$ cat src/rtl/alu_select_sequencer.sv
// alu_select_sequencer
// Issues one operation at a time to a bank of 16 function units whose outputs
// meet in an external 16:1 one-hot mux. Operands and the one-hot select are
// registered at issue. The sequencer then waits a settle time that depends on
// the opcode: one cycle for opcodes 0-11, and SLOW_CYCLES cycles for 12-15.
// After that it captures the mux output into result and pulses done for one
// cycle. A new request is accepted in the same IDLE cycle that shows done, so
// operations can run back to back with no gap.

module alu_select_sequencer #(
  parameter int bus_size    = 32,
  parameter int SLOW_CYCLES = 4
) (
  input  logic                clk,
  input  logic                rst,
  input  logic                start,
  input  logic [3:0]          opcode,
  input  logic [bus_size-1:0] a_in,
  input  logic [bus_size-1:0] b_in,
  input  logic [bus_size-1:0] mux_result,
  output logic [15:0]         sel,
  output logic [bus_size-1:0] op_a,
  output logic [bus_size-1:0] op_b,
  output logic                busy,
  output logic [bus_size-1:0] result,
  output logic                done
);

  typedef enum logic [0:0] {
    IDLE   = 1'b0,
    SETTLE = 1'b1
  } state_t;

  // Settle length for slow opcodes, truncated to the 4-bit counter width.
  localparam logic [3:0] SLOW_CNT   = 4'(SLOW_CYCLES);
  // First opcode that uses the slow settle time.
  localparam logic [3:0] SLOW_FIRST = 4'd12;

  state_t     state;
  logic [3:0] cnt;

  // Turns an opcode into the one-hot select for the downstream mux.
  function automatic logic [15:0] onehot_sel(input logic [3:0] idx);
    onehot_sel = 16'h0001 << idx;
  endfunction

  // Returns how many cycles to wait for an opcode: 1 for fast, SLOW_CNT for slow.
  function automatic logic [3:0] settle_len(input logic [3:0] idx);
    if (idx >= SLOW_FIRST) begin
      settle_len = SLOW_CNT;
    end else begin
      settle_len = 4'd1;
    end
  endfunction

  // Sequencer state, settle counter and all registered outputs.
  always_ff @(posedge clk or posedge rst) begin
    if (rst) begin
      state  <= IDLE;
      cnt    <= 4'd0;
      sel    <= 16'h0000;
      op_a   <= '0;
      op_b   <= '0;
      result <= '0;
      busy   <= 1'b0;
      done   <= 1'b0;
    end else begin
      // done is a single-cycle pulse. Only the capture edge sets it again.
      done <= 1'b0;
      case (state)
        IDLE: begin
          if (start) begin
            op_a  <= a_in;
            op_b  <= b_in;
            sel   <= onehot_sel(opcode);
            cnt   <= settle_len(opcode);
            busy  <= 1'b1;
            state <= SETTLE;
          end else begin
            // With no request, hold operands, select, result and counter.
            state <= IDLE;
          end
        end
        SETTLE: begin
          if (cnt > 4'd1) begin
            // Wait for the mux path to settle. Inputs are locked out meanwhile.
            cnt <= cnt - 4'd1;
          end else begin
            // The mux output has settled. Capture it and free the sequencer.
            result <= mux_result;
            done   <= 1'b1;
            sel    <= 16'h0000;
            busy   <= 1'b0;
            cnt    <= 4'd0;
            state  <= IDLE;
          end
        end
        default: begin
          // An unreachable encoding falls back to a clean idle state.
          sel   <= 16'h0000;
          busy  <= 1'b0;
          cnt   <= 4'd0;
          state <= IDLE;
        end
      endcase
    end
  end

endmodule

$ cat config.mk
export PLATFORM = sky130hd
export DESIGN_NAME = alu_select_sequencer
export DESIGN_NICKNAME = d
export VERILOG_FILES = /design/src/rtl/alu_select_sequencer.sv
export SDC_FILE = /design/constraint.sdc
export NUM_CORES = 1
export LEC_CHECK = 0
export CAP_MARGIN = 40
export CORE_ASPECT_RATIO = 0.7
export CORE_MARGIN = 3
export CORE_UTILIZATION = 45
export DETAILED_ROUTE_END_ITERATION = 7
export HOLD_SLACK_MARGIN = 0.06
export PLACE_DENSITY = 0.86
export SLEW_MARGIN = 5
export SYNTH_ARGS = -nofsm -noshare
export SYNTH_HDL_FRONTEND = slang
export SYNTH_SLANG_ARGS = --single-unit
$ cat constraint.sdc
create_clock -name clk -period 8.59 [get_ports clk]
set_input_delay 1.718 -clock clk [delete_from_list [all_inputs] [get_ports clk]]
set_output_delay 1.718 -clock clk [all_outputs]
set_load 0.1 [all_outputs]
==> flow_summary.ini, run 1 <==
[floorplanning]
start_util = 0.475
die_w_um = 129
fp.dieH_um = 91.8
ioPinCount = 217
num_rows = 30

[outcome]
haltStage = global routing (5_1_grt)
firstError = [ERROR DPL-0033] detailed placement checks failed during check placement.
outcome = did not finish

[place]
hpwl_mm = 12.8
port_buffers = 216
dp.cells = 857
gp_congestion = 0.805

[clock_network]
cts_resized = 0
cts_hold_buffers = 0
htree_num_levels = 4
clockBufferDepth = 2
cts_root_buffer = clkbuf_16
cts_made_buffers = 17
clock-sinks = 119
post_cts_buffers = 0

[grt]
grt_max_degree = 70
antenna_found_initial = 1

[synth]
postSynthCellCount = 416
ys_seq_area_frac = 0.630
synth-seq-cells = 119
yosysWarnings = 0
synthesis.nets = 521
syn_area_um2 = 4730
synth_area_per_cell_um2 = 11.4
synthDistinctLibCells = 34
cell families after synthesis:
family / synth area share
flops: 0.630
simple gates: 0.185
fa+ha+maj: 0.00529
buf+inv: 0.0323
compound gates: 0.0468
mux: 0.101
Yosys cell counts:
cell	count	area, µm²
o22ai_1	1	6.26
nand3_1	2	10.0
or2_4	1	8.76
nand2_1	195	732
a21o_1	1	7.51
nor3_1	1	5.00
nor2b_4	1	13.8
and3_1	1	6.26
inv_1	4	15.0
buf_6	4	45.0
o21bai_1	1	7.51
mux2_2	4	45.0
nor3b_2	2	25.0
a31oi_4	1	21.3
o32ai_1	1	8.76
nor3b_1	1	7.51
clkbuf_1	2	7.51
o21ai_0	2	10.0
nor2b_1	2	12.5
or4b_1	1	10.0
mux2_4	28	420
nor2_1	3	11.3
mux2i_1	1	10.0
dfrtp_1	119	2980
nand3_4	1	17.5
a211o_1	1	8.76
nand2b_1	1	6.26
o31ai_1	1	7.51
nor2_4	1	11.3
a32o_1	3	30.0
ha_1	2	25.0
buf_2	8	40.0
a22o_1	13	114
buf_4	6	45.0
per-stage QoR:
step	area, µm²	setup slack [ns]	util	hold slack, ns
2_1_floorplan	4730	3.71	-	0.501
3_3_place_gp	6940	4.95	0.698	0.456
3_5_place_dp	8890	4.85	0.894	0.463
4_1_cts	9520	5.02	0.957	0.499
==> inputs of run 2 (changes only) <==
CORE_ASPECT_RATIO = default   (was 0.7)
CORE_UTILIZATION = 35   (was 45)
HOLD_SLACK_MARGIN = default   (was 0.06)
PLACE_DENSITY = default   (was 0.86)
PLACE_DENSITY_LB_ADDON = 0.15   (was default)
==> run 2 against run 1 <==
Against the previous run: the flow now finishes without violations; synthesized cell count unchanged; area after synthesis unchanged.
==> flow_summary.ini, run 2 <==
[setup_path]
r2r_slack_ns = 6.33
cp-start-kind = input port
required_ns = 8.88
cp-end-kind = register
critical_path_class = in -> reg
cp.arrival_ns = 3.91
cp_max_fo = 40

[route]
drc = 0
vias = 4230
wire_per_inst_um = 16.3
wl_mm = 15.2
ant_nets = 0
drt_iter0_drc = 264
first_pass_iters = 4
vias_per_cell = 4.54

[grt]
grt.busiest_layer = met2
globalRoute.totalOverflow = 0
grt_pass1_wl_mm = 24.6
groute.layer.met3.usage = 0.0788
antenna_found_initial = 0
grt_max_degree = 57
grt_pass1_vias = 4818
grt_use_met1 = 0.261
gr-usage-met2 = 0.352
grt_usage = 0.214

[clock_network]
clockBufferDepth = 2
post_cts_buffers = 0
clock-sinks = 119
worstSkewPairLatency_ns = 0.41
htree_num_levels = 4
cts_tree = built
cts_resized = 0
cts_hold_buffers = 0
path_clk_slew_ns = 0.05
cts_made_buffers = 17
cts_root_buffer = clkbuf_16

[synth]
yosysWarnings = 0
yosysTopAreaCell = dfrtp_1
postSynthCellCount = 416
synth_compound_area_frac = 0.0468
synthesis.nets = 521
synthAdderAreaFrac = 0.00529
synth-seq-cells = 119
synth.top_cell.area_share = 0.630
syn_area_um2 = 4730
synthDistinctLibCells = 34
ys_seq_area_frac = 0.630
yosys.cell_count.top_type = nand2_1
synth_flop_cell = dfrtp_1
synth-xor-area-share = 0
synth_edf_count = 0
synthTopCellsByArea = dfrtp_1 (63%), nand2_1 (15%), mux2_4 (8.9%)
ys_top_cells_by_count = nand2_1 (195), dfrtp_1 (119), mux2_4 (28)
async_flop_share = 1.00
muxShareOfSynthArea = 0.101
synth_top_family_by_area = simple AND/OR/NAND/NOR gates
synth_area_per_cell_um2 = 11.4
synthSimpleGateAreaFrac = 0.185

[sta]
setup_viol = 0
setup_tns_ns = 0
min_period_ns = 3.62
grt_setup_unrepaired = no
maxSlewHeadroom = 0.565
max_freq_mhz = 277
tightest_slew_ns = 0.652
clock_skew_ns = 0.00650
fin_crit_sh = 0.421
hold_viol = 0
maxSlewViolCount = 0

[hold_path]
hold_path.class = reg -> reg

[final_layout]
diodes = 0
final_cell_mix = clkdlybuf4s50_1 (216), nand2_1 (195), dfrtp_1 (119), buf_8 (82), buf_16 (33)
final_area_um2 = 9690
drive_above_1_share = 0.242
mostFrequentLayoutCell = clkdlybuf4s50_1
fillers = 807
area_growth_pct = 105
design.final.nets = 854
reg_top3 = op_a (32), op_b (32), result (32)

[floorplanning]
num_rows = 41
core_area_um2 = 12900
start_util = 0.366
ioPinCount = 217
die_w_um = 122
fp.dieH_um = 122
dieArea_um2 = 14900

[place]
hpwl_mm = 11.0
gp_congestion = 0.754
port_buffers = 216
dpl_cell_area_um2 = 9140

[outcome]
outcome = complete, no violations

[flow_run]
maxCapViolations = 0
==> run 2: cell counts after synthesis <==
Identical to the previous run, type by type.
==> run 2: final cells by class <==
class	count	area [µm²]	area share
clock buffer	27	513	0.0529
clock inverter	3	40.0	0.00413
inverter	4	17.5	0.00181
multi-input combinational	273	1600	0.165
sequential	119	2980	0.307
tap	172	215	0.0222
timing repair buffer	334	4320	0.446
==> run 2: cell families after synthesis <==
group	after synthesis
fa+ha+maj	2
flops	119
mux	33
buf+inv	24
simple gates	213
compound gates	25
==> run 2: worst max-delay path: stages <==
cell and delay, ns:
clkdlybuf4s50_1 0.58, nor2b_4 0.59, buf_4 0.52, a31oi_4 0.17
a22o_1 0.32
==> run 2: path summary, 6_finish.rpt <==
path / startpoint / end / cells past startpoint
worst min-delay path: op_a[3] / op_a[3] / 2
worst max-delay path: start / sel[9] / 5
max in group asynchronous: rst / op_a[29] / 4
worst min register to register: op_a[3] / op_a[3] / 2
worst max register to register: state / sel[9] / 4
min in group asynchronous: rst / op_b[25] / 2
==> run 2: layer usage <==
metal	part of all wire	wire (µm)
met1	0.40	6140
met3	0.088	1330
met4	0.012	183
met5	0	0
met2	0.50	7570
==> run 2: per-stage QoR <==
step                      cells  hold WS, ns  setup WS, ns  utilization
after detailed placement    902        0.462          4.55        0.707
final                       932        0.471          4.97        0.750
after global placement      787        0.458          4.60        0.541
after floorplan             416        0.501          3.71            -
after CTS                   932        0.476          4.99        0.750
after global routing        932        0.498          4.85        0.750
Power of run 2 is not shown: default switching activity piles up to over one toggle a cycle in this logic, so the estimate is an artifact.
==> inputs of run 3 (changes only) <==
clock period = 3.37 ns   (was 8.59 ns; I/O delays follow)
==> run 3 against run 2 <==
Against the previous run: wire length is 16% lower; register-to-register slack got worse by 5.0 ns; critical path depth fell by 3; worst setup slack got worse by 3.8 ns; design area is 22% lower; non-clock buffer count shrank 98; final cell count fell by 10%; critical path type is now reg -> out; highest routed layer unchanged.
==> flow_summary.ini, run 3 (synthesis results as in run 2) <==
[sta]
min_period_ns = 2.16
setup_tns_ns = 0
tightest_slew_ns = 0.719
fin_crit_sh = 0.640
maxSlewViolCount = 0
maxSlewHeadroom = 0.520
setup_viol = 0
grt_setup_unrepaired = no
clock_skew_ns = 0.00617
max_freq_mhz = 463
hold_viol = 0

[grt]
grt_max_degree = 51
antenna_found_initial = 0
grt_pass1_vias = 3972
grt_usage = 0.173
globalRoute.totalOverflow = 0
grt_pass1_wl_mm = 20.0

[clock_network]
clockBufferDepth = 2
cts_root_buffer = clkbuf_16
cts_hold_buffers = 0
cts_resized = 0
post_cts_buffers = 0
cts_made_buffers = 17
htree_num_levels = 4
cts_tree = built
clock-sinks = 119
worstSkewPairLatency_ns = 0.40
path_clk_slew_ns = 0.05

[setup_path]
critPathLaunch = result[27]
critical_path_class = reg -> out
cp_max_fo = 2
cp-start-kind = register
cp.arrival_ns = 1.48
cp-end-kind = primary output
r2r_slack_ns = 1.37
r2r-end = result[6]
worst-r2r-cell-count = 5
required_ns = 2.70
worstSetupEndpoint = result[27]
reg2reg_from = cnt[0]

[route]
drt_iter0_drc = 97
vias = 3756
vias_per_cell = 4.50
drc = 0
wire_per_inst_um = 15.3
first_pass_iters = 4
ant_nets = 0
wl_mm = 12.8

[final_layout]
diodes = 0
area_growth_pct = 60.3
fillers = 1098
drive_above_1_share = 0.287
multi_input_area_um2 = 1600
reg_top3 = op_a (32), op_b (32), result (32)
design.final.nets = 756
final-seq-area_um2 = 2980
fin_util = 0.586
mostFrequentLayoutCell = nand2_1
final_cell_mix = nand2_1 (195), dfrtp_1 (119), clkdlybuf4s50_1 (116), buf_4 (104), mux2_4 (28)

[flow_run]
maxCapViolations = 0

[floorplanning]
start_util = 0.366
fp.dieH_um = 122
ioPinCount = 217
num_rows = 41
die_w_um = 122
dieArea_um2 = 14900
core_area_um2 = 12900

[place]
hpwl_mm = 9.23
gp_congestion = 0.764
port_buffers = 216

[outcome]
outcome = complete, no violations

[hold_path]
hold_path.class = reg -> reg
[run 3: changes by cell type in the layout (fill, tap and decap cells not counted), sizes merged]
cell           before  now
buf               118  120
bufinv              1    2
clkbuf             27   22
clkdlybuf4s50     216  116
clkinv              2    5
clkinvlp            0    3
inv                 4    3
[run 3: through the flow]
step	instances	hold slack, ns	instance area [µm²]	setup WS (ns)
after floorplan	416	0.501	4730	1.24
after detailed placement	804	0.464	7010	0.996
after global placement	790	0.460	6800	1.05
final	835	0.473	7580	1.21
after CTS	835	0.477	7580	1.18
after global routing	835	0.498	7580	1.15
[run 3: per-layer routing]
metal,GRT usage,share of wire
met5,0,0
met4,0.0630,0.016
met3,0.0737,0.10
met2,0.281,0.47
met1,0.204,0.40
[run 3: critical path: stages (launching register included)]
cell and delay, ns:
dfrtp_1 0.34, clkdlybuf4s50_1 0.53, buf_8 0.21
[run 3: how the worst min path moves through the flow]
stage               cells after the start      from        to  slack [ns]
finish                                  2   op_a[7]   op_a[7]        0.47
global route                            2  op_b[22]  op_b[22]        0.50
CTS                                     2  op_b[22]  op_b[22]        0.48
detailed placement                      2  op_b[22]  op_b[22]        0.46
global placement                        2  op_b[14]  op_b[14]        0.46
floorplan                               1    cnt[0]    cnt[0]        0.50
[run 3: cell type report]
class / count / share of cell area
flip-flops and latches: 119 / 0.393
repair buffers: 236 / 0.289
multi-input cells: 273 / 0.211
clock buffers: 22 / 0.0626
well taps: 172 / 0.0284
clock inverters: 9 / 0.0132
inverters: 4 / 0.00248
Power of run 3 is left out for the same reason.
